<file path="config.mk">
export PLATFORM = sky130hd
export DESIGN_NAME = cipher_uart_loader_flat
export DESIGN_NICKNAME = d
export VERILOG_FILES = /design/src/rtl/cipher_uart_loader_if.sv /design/src/rtl/cipher_uart_loader.sv /design/src/flat_wrapper.sv
export SDC_FILE = /design/constraint.sdc
export NUM_CORES = 1
export LEC_CHECK = 0
export ABC_AREA = 1
export BUFFER_PORTS_ARGS = -buffer_cell sky130_fd_sc_hd__buf_4
export CAP_MARGIN = 10
export CORE_UTILIZATION = 30
export CTS_CLUSTER_SIZE = 40
export DETAILED_ROUTE_END_ITERATION = 8
export GPL_TIMING_DRIVEN = 0
export PLACE_DENSITY = 0.45
export SYNTH_ARGS = -nofsm -noshare
export SYNTH_HDL_FRONTEND = slang
export SYNTH_SLANG_ARGS = --single-unit
</file>
<file path="constraint.sdc">
create_clock -name clk -period 3.7 [get_ports clk]
set_clock_uncertainty 0.15 [all_clocks]
set_input_delay 0.185 -clock clk [delete_from_list [all_inputs] [get_ports clk]]
set_output_delay 0.185 -clock clk [all_outputs]
set_load 0.02 [all_outputs]
</file>
<file path="src/rtl/cipher_uart_loader_if.sv">
// Bundle of signals between the UART loader and its environment.
// The loader (slave) receives rx/en/clear and drives the byte/strobe side.
`timescale 1ns/1ps

interface cipher_uart_loader_if;
    logic       rx;
    logic       en;
    logic       clear;
    logic [7:0] byte_out;
    logic       inc;
    logic       encrypt;
    logic [3:0] byte_count;
    logic       overflow;
    logic       frame_err;
    logic       busy;

    modport slave (
        input  rx, en, clear,
        output byte_out, inc, encrypt, byte_count, overflow, frame_err, busy
    );

    modport master (
        output rx, en, clear,
        input  byte_out, inc, encrypt, byte_count, overflow, frame_err, busy
    );
endinterface

</file>
<file path="src/rtl/cipher_uart_loader.sv">
// 8N1 UART receiver that presents each good byte to the cipher store with
// a registered, glitch-free inc strobe framed by a setup cycle and a hold
// cycle. Counts forwarded bytes, saturating at the store depth.
`timescale 1ns/1ps

module cipher_uart_loader #(
    parameter int CLK_DIV   = 16,
    parameter int INC_WIDTH = 2,
    parameter int MAX_BYTES = 8
) (
    input  logic                  clk,
    input  logic                  rst_n,
    cipher_uart_loader_if.slave   bus
);

    localparam int TW = $clog2(CLK_DIV);
    localparam logic [TW-1:0] TMR_ZERO  = TW'(0);
    localparam logic [TW-1:0] TMR_ONE   = TW'(1);
    localparam logic [TW-1:0] TMR_MID   = TW'(CLK_DIV / 2 - 1);
    localparam logic [TW-1:0] TMR_END   = TW'(CLK_DIV - 1);
    localparam logic [3:0]    STRB_LAST = 4'(INC_WIDTH - 1);
    localparam logic [3:0]    CNT_MAX   = 4'(MAX_BYTES);

    typedef enum logic [2:0] {
        S_IDLE   = 3'd0,
        S_START  = 3'd1,
        S_DATA   = 3'd2,
        S_STOP   = 3'd3,
        S_BREAK  = 3'd4,
        S_SETUP  = 3'd5,
        S_STROBE = 3'd6,
        S_HOLD   = 3'd7
    } state_t;

    logic          r_rx_meta;
    logic          r_rxs;
    state_t        r_state;
    logic [TW-1:0] r_timer;
    logic [2:0]    r_bit_idx;
    logic [7:0]    r_shift;
    logic [3:0]    r_strb_cnt;
    logic [7:0]    r_byte_out;
    logic          r_inc;
    logic          r_encrypt;
    logic [3:0]    r_byte_count;
    logic          r_overflow;
    logic          r_frame_err;
    logic          r_busy;

    state_t        w_next_state;
    logic          w_timer_mid;
    logic          w_timer_end;
    logic          w_accept;
    logic          w_frame_err_next;
    logic          w_strobe_entry;
    logic          w_inc_next;
    logic          w_busy_next;

    assign w_timer_mid = (r_timer == TMR_MID);
    assign w_timer_end = (r_timer == TMR_END);

    // Two-flop synchronizer for the asynchronous serial line (idles high).
    always_ff @(posedge clk or negedge rst_n) begin
        if (!rst_n) begin
            r_rx_meta <= 1'b1;
            r_rxs     <= 1'b1;
        end else begin
            r_rx_meta <= bus.rx;
            r_rxs     <= r_rx_meta;
        end
    end

    // FSM state register.
    always_ff @(posedge clk or negedge rst_n) begin
        if (!rst_n) begin
            r_state <= S_IDLE;
        end else begin
            r_state <= w_next_state;
        end
    end

    // FSM next-state logic.
    always_comb begin
        w_next_state = r_state;
        case (r_state)
            S_IDLE: begin
                if (!r_rxs) w_next_state = S_START;
                else        w_next_state = S_IDLE;
            end
            S_START: begin
                if (w_timer_mid) begin
                    // A start bit that is high again at mid-bit was a glitch.
                    if (!r_rxs) w_next_state = S_DATA;
                    else        w_next_state = S_IDLE;
                end else begin
                    w_next_state = S_START;
                end
            end
            S_DATA: begin
                if (w_timer_end && (r_bit_idx == 3'd7)) w_next_state = S_STOP;
                else                                    w_next_state = S_DATA;
            end
            S_STOP: begin
                if (w_timer_end) begin
                    if (!r_rxs)      w_next_state = S_BREAK;
                    else if (bus.en) w_next_state = S_SETUP;
                    else             w_next_state = S_IDLE;
                end else begin
                    w_next_state = S_STOP;
                end
            end
            S_BREAK: begin
                // Stay here until the line returns high so a held-low line
                // reports only one framing error.
                if (r_rxs) w_next_state = S_IDLE;
                else       w_next_state = S_BREAK;
            end
            S_SETUP:  w_next_state = S_STROBE;
            S_STROBE: begin
                if (r_strb_cnt == STRB_LAST) w_next_state = S_HOLD;
                else                         w_next_state = S_STROBE;
            end
            S_HOLD:   w_next_state = S_IDLE;
            default:  w_next_state = S_IDLE;
        endcase
    end

    // FSM output decode; every value here is registered before leaving the block.
    always_comb begin
        w_accept         = 1'b0;
        w_frame_err_next = 1'b0;
        w_strobe_entry   = 1'b0;
        w_inc_next       = (w_next_state == S_STROBE);
        w_busy_next      = (w_next_state != S_IDLE);
        if ((r_state == S_STOP) && w_timer_end) begin
            w_accept         = r_rxs & bus.en;
            w_frame_err_next = ~r_rxs;
        end else begin
            w_accept         = 1'b0;
            w_frame_err_next = 1'b0;
        end
        if ((r_state == S_SETUP) && (w_next_state == S_STROBE)) begin
            w_strobe_entry = 1'b1;
        end else begin
            w_strobe_entry = 1'b0;
        end
    end

    // Bit timer, bit index, LSB-first shift register and strobe-width counter.
    always_ff @(posedge clk or negedge rst_n) begin
        if (!rst_n) begin
            r_timer    <= TMR_ZERO;
            r_bit_idx  <= 3'd0;
            r_shift    <= 8'h00;
            r_strb_cnt <= 4'd0;
        end else begin
            case (r_state)
                S_START: begin
                    r_timer   <= w_timer_mid ? TMR_ZERO : (r_timer + TMR_ONE);
                    r_bit_idx <= 3'd0;
                end
                S_DATA: begin
                    r_timer <= w_timer_end ? TMR_ZERO : (r_timer + TMR_ONE);
                    if (w_timer_end) begin
                        r_shift   <= {r_rxs, r_shift[7:1]};
                        r_bit_idx <= r_bit_idx + 3'd1;
                    end
                end
                S_STOP: begin
                    r_timer <= w_timer_end ? TMR_ZERO : (r_timer + TMR_ONE);
                end
                default: begin
                    r_timer   <= TMR_ZERO;
                    r_bit_idx <= 3'd0;
                end
            endcase
            if (r_state == S_STROBE) r_strb_cnt <= r_strb_cnt + 4'd1;
            else                     r_strb_cnt <= 4'd0;
        end
    end

    // Registered outputs toward the cipher store.
    always_ff @(posedge clk or negedge rst_n) begin
        if (!rst_n) begin
            r_byte_out  <= 8'h00;
            r_inc       <= 1'b0;
            r_encrypt   <= 1'b0;
            r_frame_err <= 1'b0;
            r_busy      <= 1'b0;
        end else begin
            if (w_accept) r_byte_out <= r_shift;
            r_inc       <= w_inc_next;
            r_encrypt   <= bus.en;
            r_frame_err <= w_frame_err_next;
            r_busy      <= w_busy_next;
        end
    end

    // Saturating byte counter with sticky overflow; clear takes priority.
    always_ff @(posedge clk or negedge rst_n) begin
        if (!rst_n) begin
            r_byte_count <= 4'd0;
            r_overflow   <= 1'b0;
        end else if (bus.clear) begin
            r_byte_count <= 4'd0;
            r_overflow   <= 1'b0;
        end else if (w_strobe_entry) begin
            if (r_byte_count == CNT_MAX) r_overflow   <= 1'b1;
            else                         r_byte_count <= r_byte_count + 4'd1;
        end
    end

    assign bus.byte_out   = r_byte_out;
    assign bus.inc        = r_inc;
    assign bus.encrypt    = r_encrypt;
    assign bus.byte_count = r_byte_count;
    assign bus.overflow   = r_overflow;
    assign bus.frame_err  = r_frame_err;
    assign bus.busy       = r_busy;

endmodule
</file>
<file path="src/flat_wrapper.sv">
// flat-port wrapper written by rule: the top's interface ports become plain ports
module cipher_uart_loader_flat 
#(
    parameter int CLK_DIV   = 16,
    parameter int INC_WIDTH = 2,
    parameter int MAX_BYTES = 8
)
  (clk, rst_n, bus_rx, bus_en, bus_clear, bus_byte_out, bus_inc, bus_encrypt, bus_byte_count, bus_overflow, bus_frame_err, bus_busy);
  cipher_uart_loader_if bus_i ();
  input  logic clk;
  input  logic rst_n;
  input wire logic [$bits(bus_i.rx)-1:0] bus_rx;
  input wire logic [$bits(bus_i.en)-1:0] bus_en;
  input wire logic [$bits(bus_i.clear)-1:0] bus_clear;
  output wire logic [$bits(bus_i.byte_out)-1:0] bus_byte_out;
  output wire logic [$bits(bus_i.inc)-1:0] bus_inc;
  output wire logic [$bits(bus_i.encrypt)-1:0] bus_encrypt;
  output wire logic [$bits(bus_i.byte_count)-1:0] bus_byte_count;
  output wire logic [$bits(bus_i.overflow)-1:0] bus_overflow;
  output wire logic [$bits(bus_i.frame_err)-1:0] bus_frame_err;
  output wire logic [$bits(bus_i.busy)-1:0] bus_busy;
  assign bus_i.rx = bus_rx;
  assign bus_i.en = bus_en;
  assign bus_i.clear = bus_clear;
  assign bus_byte_out = bus_i.byte_out;
  assign bus_inc = bus_i.inc;
  assign bus_encrypt = bus_i.encrypt;
  assign bus_byte_count = bus_i.byte_count;
  assign bus_overflow = bus_i.overflow;
  assign bus_frame_err = bus_i.frame_err;
  assign bus_busy = bus_i.busy;
  cipher_uart_loader #(.CLK_DIV(CLK_DIV), .INC_WIDTH(INC_WIDTH), .MAX_BYTES(MAX_BYTES)) u_core (.clk(clk), .rst_n(rst_n), .bus(bus_i));
endmodule
</file>
# After elaboration in Yosys (flattened, before gate mapping)

Index checks and enable logic that the tools add are counted.

Register bits: 41
Bits of input ports: 5
Output and inout port bits: 17
Word-level logic and storage cells: 73

Add/sub/neg operators: 4
Equality and inequality tests: 15
Muxes and demuxes: 25
Bitwise gates (word level): 3
Reduce and logical (&&, ||, !) cells: 12

Operator list:

| kind                                                   | count |
|---|---|
| 2-to-1 mux 4 bit                                       | 6 |
| one-hot mux 3 bit (8 select lines)                     | 1 |
| equality test 3 bit (second input constant)            | 6 |
| 2-to-1 mux 3 bit                                       | 5 |
| adder 4 x 1 -> 4 bit (second input constant)           | 3 |
| 2-to-1 mux 1 bit                                       | 9 |
| equality test 4 bit (second input constant)            | 2 |
| one-hot mux 4 bit (2 select lines)                     | 1 |
| AND reduction 2 bit                                    | 4 |
| equality test 3 x 2 -> 1 bit (second input constant)   | 2 |
| one-hot mux 3 bit (2 select lines)                     | 1 |
| equality test 4 x 1 -> 1 bit (second input constant)   | 1 |
| equality test 4 x 3 -> 1 bit (second input constant)   | 1 |
| 2-to-1 mux 2 bit                                       | 2 |
| nonzero test 2 bit                                     | 2 |
| adder 3 x 1 -> 3 bit (second input constant)           | 1 |
| equality test 3 x 1 -> 1 bit (second input constant)   | 1 |
| logical AND 1 bit                                      | 3 |
| zero test 3 bit                                        | 1 |
| nonzero test 3 bit                                     | 1 |
| inequality test 2 x 1 -> 1 bit (second input constant) | 1 |
| inequality test 2 bit (second input constant)          | 1 |
| NOT 1 bit                                              | 2 |
| OR reduction 2 bit                                     | 1 |
| bitwise AND 1 bit                                      | 1 |

# Depth between registers and ports, before layout

Depth in word-level cells: 9
Gate-level depth with buffers: 8
Gate-level depth less buffers: 8

# Worst setup path after synthesis

No wires, ideal clock.

Path kind: flip-flop to flip-flop
From: reg u_core.r_timer[0]
To: reg u_core.r_byte_out[5] (netlist: u_core.bus.byte_out[5])
Setup time: 118 ps
Arrival: 1205 ps
Data required time: 3432 ps
Path slack: 2227 ps
Cell stages (with the launch flop): 8
Path buffers: 1
Clock period less this slack: 1473 ps
Cell sequence: dfrtp_1 > ha_1 > nand2_2 > nor2_8 > nand4_4 > buf_6 > nand2_1 > o21ai_2

Longest elaborated chain between the ends: 3

RTL lines:

| item                     | line                      | text |
|---|---|---|
| start: declaration       | cipher_uart_loader.sv:38  | `logic [TW-1:0] r_timer;` |
| start signal: assignment | cipher_uart_loader.sv:159 | `r_timer <= w_timer_mid ? TMR_ZERO : (r_timer + TMR_ONE);` |
| start signal: assignment | cipher_uart_loader.sv:163 | `r_timer <= w_timer_end ? TMR_ZERO : (r_timer + TMR_ONE);` |
| start signal: assignment | cipher_uart_loader.sv:170 | `r_timer <= w_timer_end ? TMR_ZERO : (r_timer + TMR_ONE);` |
| equality test 4 bit      | cipher_uart_loader.sv:60  | `assign w_timer_end = (r_timer == TMR_END);` |
| logical AND 1 bit        | cipher_uart_loader.sv:135 | `if ((r_state == S_STOP) && w_timer_end) begin` |
| 2-to-1 mux 1 bit         | cipher_uart_loader.sv:135 |  |
| end signal: assignment   | cipher_uart_loader.sv:191 | `if (w_accept) r_byte_out <= r_shift;` |
| end: declaration         | cipher_uart_loader.sv:42  | `logic [7:0] r_byte_out;` |

No other way between the ends.
A chain may end at the register's enable or synchronous reset.

# Worst setup path after layout

From: reg u_core.r_state[0]
To: reg u_core.r_inc (netlist: u_core.bus.inc)

Longest elaborated chain between the ends: 3
Elaborated cells between the ends (all ways): 10
Classes of those cells: eq/ne (8); mux (1); reduce/logical (1)

RTL lines:

| item                                        | line                      | text |
|---|---|---|
| start: declaration                          | cipher_uart_loader.sv:37  | `state_t r_state;` |
| start signal: assignment                    | cipher_uart_loader.sv:78  | `r_state <= w_next_state;` |
| equality test 3 bit (tied with other cells) | cipher_uart_loader.sv:85  | `case (r_state)` |
| one-hot mux 3 bit (8 select lines) *        | cipher_uart_loader.sv:85  |  |
| net u_core.w_next_state[0]                  | cipher_uart_loader.sv:50  | `state_t w_next_state;` |
| equality test 3 bit *                       | cipher_uart_loader.sv:133 | `w_inc_next = (w_next_state == S_STROBE);` |
| net u_core.w_inc_next                       | cipher_uart_loader.sv:56  | `logic w_inc_next;` |
| end signal: assignment                      | cipher_uart_loader.sv:192 | `r_inc <= w_inc_next;` |
| end: declaration                            | cipher_uart_loader.sv:43  | `logic r_inc;` |

Mark *: on every way through the listed nets, which the timed path passes. The rest lies on a longest branch.

==> impl_results.md <==
- Status: finished, final reports clean
- Max_cap viols: 0
- Slew Viols, Final: 0
- Worst EP required: 3.74 ns
- Worst slew pin tran: between 0.5 and 0.6 ns
- Finish-stage setup viols: 0
- Commonest cells after routing, fill and taps aside: 43 x nand2_1, 39 x dfrtp_1, 26 x inv_1
- Final min period: about 1.6 ns
- Sequential-to-total area share from yosys stat: 53.3%
- P per Cell Area: 582 nW/µm²
- Setup crit start: u_core.r_state[0]$_DFF_PN0_
- Via count: 1391
- Mapped Area: 1930 µm²
- First-iteration detailed-routing DRC count: 81
- FMAX: 620 MHz
- Layout cells sized above 1: 24.7%
- Vias in the first global route: 1287
- Worst min path class: input pin to flip-flop
- FF+latch count, synth: 41
- Hold Buf Count CTS: 3
- Final HPWL DP: ~2.6 mm
- Max-slew headroom: 65.0%
- Leak: 1.15 nW
- ANT cells: 0
- Utilization after layout: between 30% and 40%
- Placer Congestion: 0.760
- Post CTS Setup Buffer Count: 0
- Die area: 6760 µm²
- Global-route wire length before repair: about 6.5 mm
- Period utilisation layout: 43.6%
- Post-route setup TNS: 0 ns
- Resized cells post-CTS: 0
- Total CTS buffers: 5
- Grt ovf: 0
- Layout Nets: 250
- CP Class: flip-flop to flip-flop
- YS warnings: 0
- Cell taking the most area after synthesis: dfrtp_1
- Initial Util: 31.9%
- Root buffer cell: clkbuf_8
- Largest buffer count on any clock path: 2
- Routed Antenna Nets: 0
- Clock transition at the registers of the reported paths: 0.08 ns
- TritonRoute pass-1 iters: 4
- Commonest non-fill, non-tap cell in the layout: nand2_1
- H-tree depth: 2
- Clock sink total: 41
- Dpl ws: 2.07 ns
- Reg2reg start: u_core.r_state[0]$_DFF_PN0_
- Die H: approximately 82 µm
- Fin. Hold Viols: 0
- Port-buffer cells: 21
- Vias per cell: 4.43
- Clk_lat worst skew: 0.29 ns
- Hold Crit Start: bus_clear
- Mean area per synthesized cell: 9.33 µm²
- Post-synth top area share: 50.6%
- Drt total wl: 3.66 mm
- Crit start category: flip-flop
- VDD IR max: roughly 260 µV
- Filler Cell Count: 651
- Drt drc: 0
- Synth Instances: between 200 and 250
- Distinct cells, synth: 22
- Initial antenna violation count: 0
- IO Pins: 22
- Crit-path max FO: 8
- CTS tree: done
- P&R area growth vs syn: 20.6%
- Top cells by area, synth: dfrtp_1 51%, nand2_1 8.4%, o21ai_2 6.8%
- RSZ-0062 raised after global routing: false
- Critical Path AT: 1.65 ns
- CP endpoint kind: flip-flop
- Row cnt: 28
- Largest net degree at the start of global routing: 42
- Setup WS post-layout: 2.09 ns
- Width of the die: 82.2 µm
- Syn Nets: 219
- Core ar.: 6060 µm²
- GR Util All Layers: between 10% and 20%
- DR WL/cell: 11.7 µm
## cells by family after synthesis
| kind of cell | Yosys count | share of synthesized area (%) |
|---|---|---|
| DFF | 41 | 53.3 |
| buffers and inverters | 33 | 7.58 |
| xor gates and xnor gates | 1 | 0.454 |
| adders and majority gates | 7 | 4.54 |
| and+or+nand+nor | 93 | 22.9 |
| AOI/OAI and AO/OA | 32 | 11.2 |
## per-stage QoR
step                      hold slack (ns)  instance area, µm²  instances  power [W]
after floorplan                    -0.261                1930        207   0.000891
after global routing               0.0654                2330        314    0.00147
final                              0.0422                2330        314    0.00136
after CTS                          0.0366                2330        314    0.00138
after detailed placement           0.0624                2180        303   0.000994
after global placement             0.0590                2180        303   0.000988
## cells in the mapped netlist
cell type  count
dfrtp_1       39
nand2_4        1
nor4_1         1
o21ai_1        2
nand4_1        3
buf_6          3
o21ai_2       15
inv_1         26
nand3_1       17
nor2_8         1
inv_2          4
nand4_4        1
nand2_2        2
nor3_1         1
o21ai_0        9
a21oi_1        6
xnor2_1        1
dfstp_2        2
nor2_4         2
nor2_1        21
nand2_1       43
ha_1           7
## state kept, by name (all words and copies together) (netlist names)
signal	count
u_core.bus.frame_err	1
u_core.r_strb_cnt	4
u_core.r_timer	4
u_core.r_rx_meta	1
u_core.bus.encrypt	1
u_core.bus.inc	1
u_core.bus.byte_out	8
u_core.r_bit_idx	3
u_core.r_state	3
u_core.bus.byte_count	4
u_core.bus.overflow	1
u_core.r_shift	8
u_core.r_rxs	1
u_core.bus.busy	1
## worst paths after layout
check | end | slack, ns | cells past startpoint
max in group asynchronous | u_core.r_rx_meta$_DFF_PN1_ | 2.76 | 2
setup reg to reg | u_core.bus.inc$_DFF_PN0_ | 2.09 | 5
hold / removal | u_core.bus.byte_count[3]$_DFFE_PN0P_ | 0.04 | 4
min in group asynchronous | u_core.r_bit_idx[1]$_DFFE_PN0P_ | 0.27 | 2
hold reg to reg | u_core.r_rxs$_DFF_PN1_ | 0.21 | 0
setup / recovery | u_core.bus.inc$_DFF_PN0_ | 2.09 | 5
## power by group
group / total [W] / internal [W] / switching (W)
clock network: 0.000374 / 0.000220 / 0.000154
logic: 0.000406 / 0.000144 / 0.000262
registers: 0.000576 / 0.000519 / 0.0000575
total: 0.00136 / 0.000883 / 0.000473
## final cells by class
| class | count | area (µm²) | share of cell area, % |
|---|---|---|---|
| Buffer | 3 | 33.8 | 1.45 |
| Clock buffer | 7 | 86.3 | 3.71 |
| Clock inverter | 1 | 30.0 | 1.29 |
| Inverter | 30 | 113 | 4.84 |
| Multi-Input combinational cell | 133 | 756 | 32.5 |
| Sequential cell | 41 | 1030 | 44.2 |
| Tap cell | 75 | 93.8 | 4.03 |
| Timing Repair Buffer | 24 | 188 | 8.06 |
## critical path: stages (launching register included)
cell	delay (ns)
dfrtp_1	0.39
buf_6	0.14
o21ai_0	0.43
nand3_1	0.19
nand4_1	0.17
nor2_1	0.05
## routing by layer
layer	global-route usage [%]	vias to the layer above	part of all wire, %
met1	18.4	644	52
met3	3.63	6	3.6
met4	4.74	0	1.6
met2	18.4	19	43
met5	0	-	0
li1	-	722	-
Note: power is estimated with default switching activity, not from simulation.
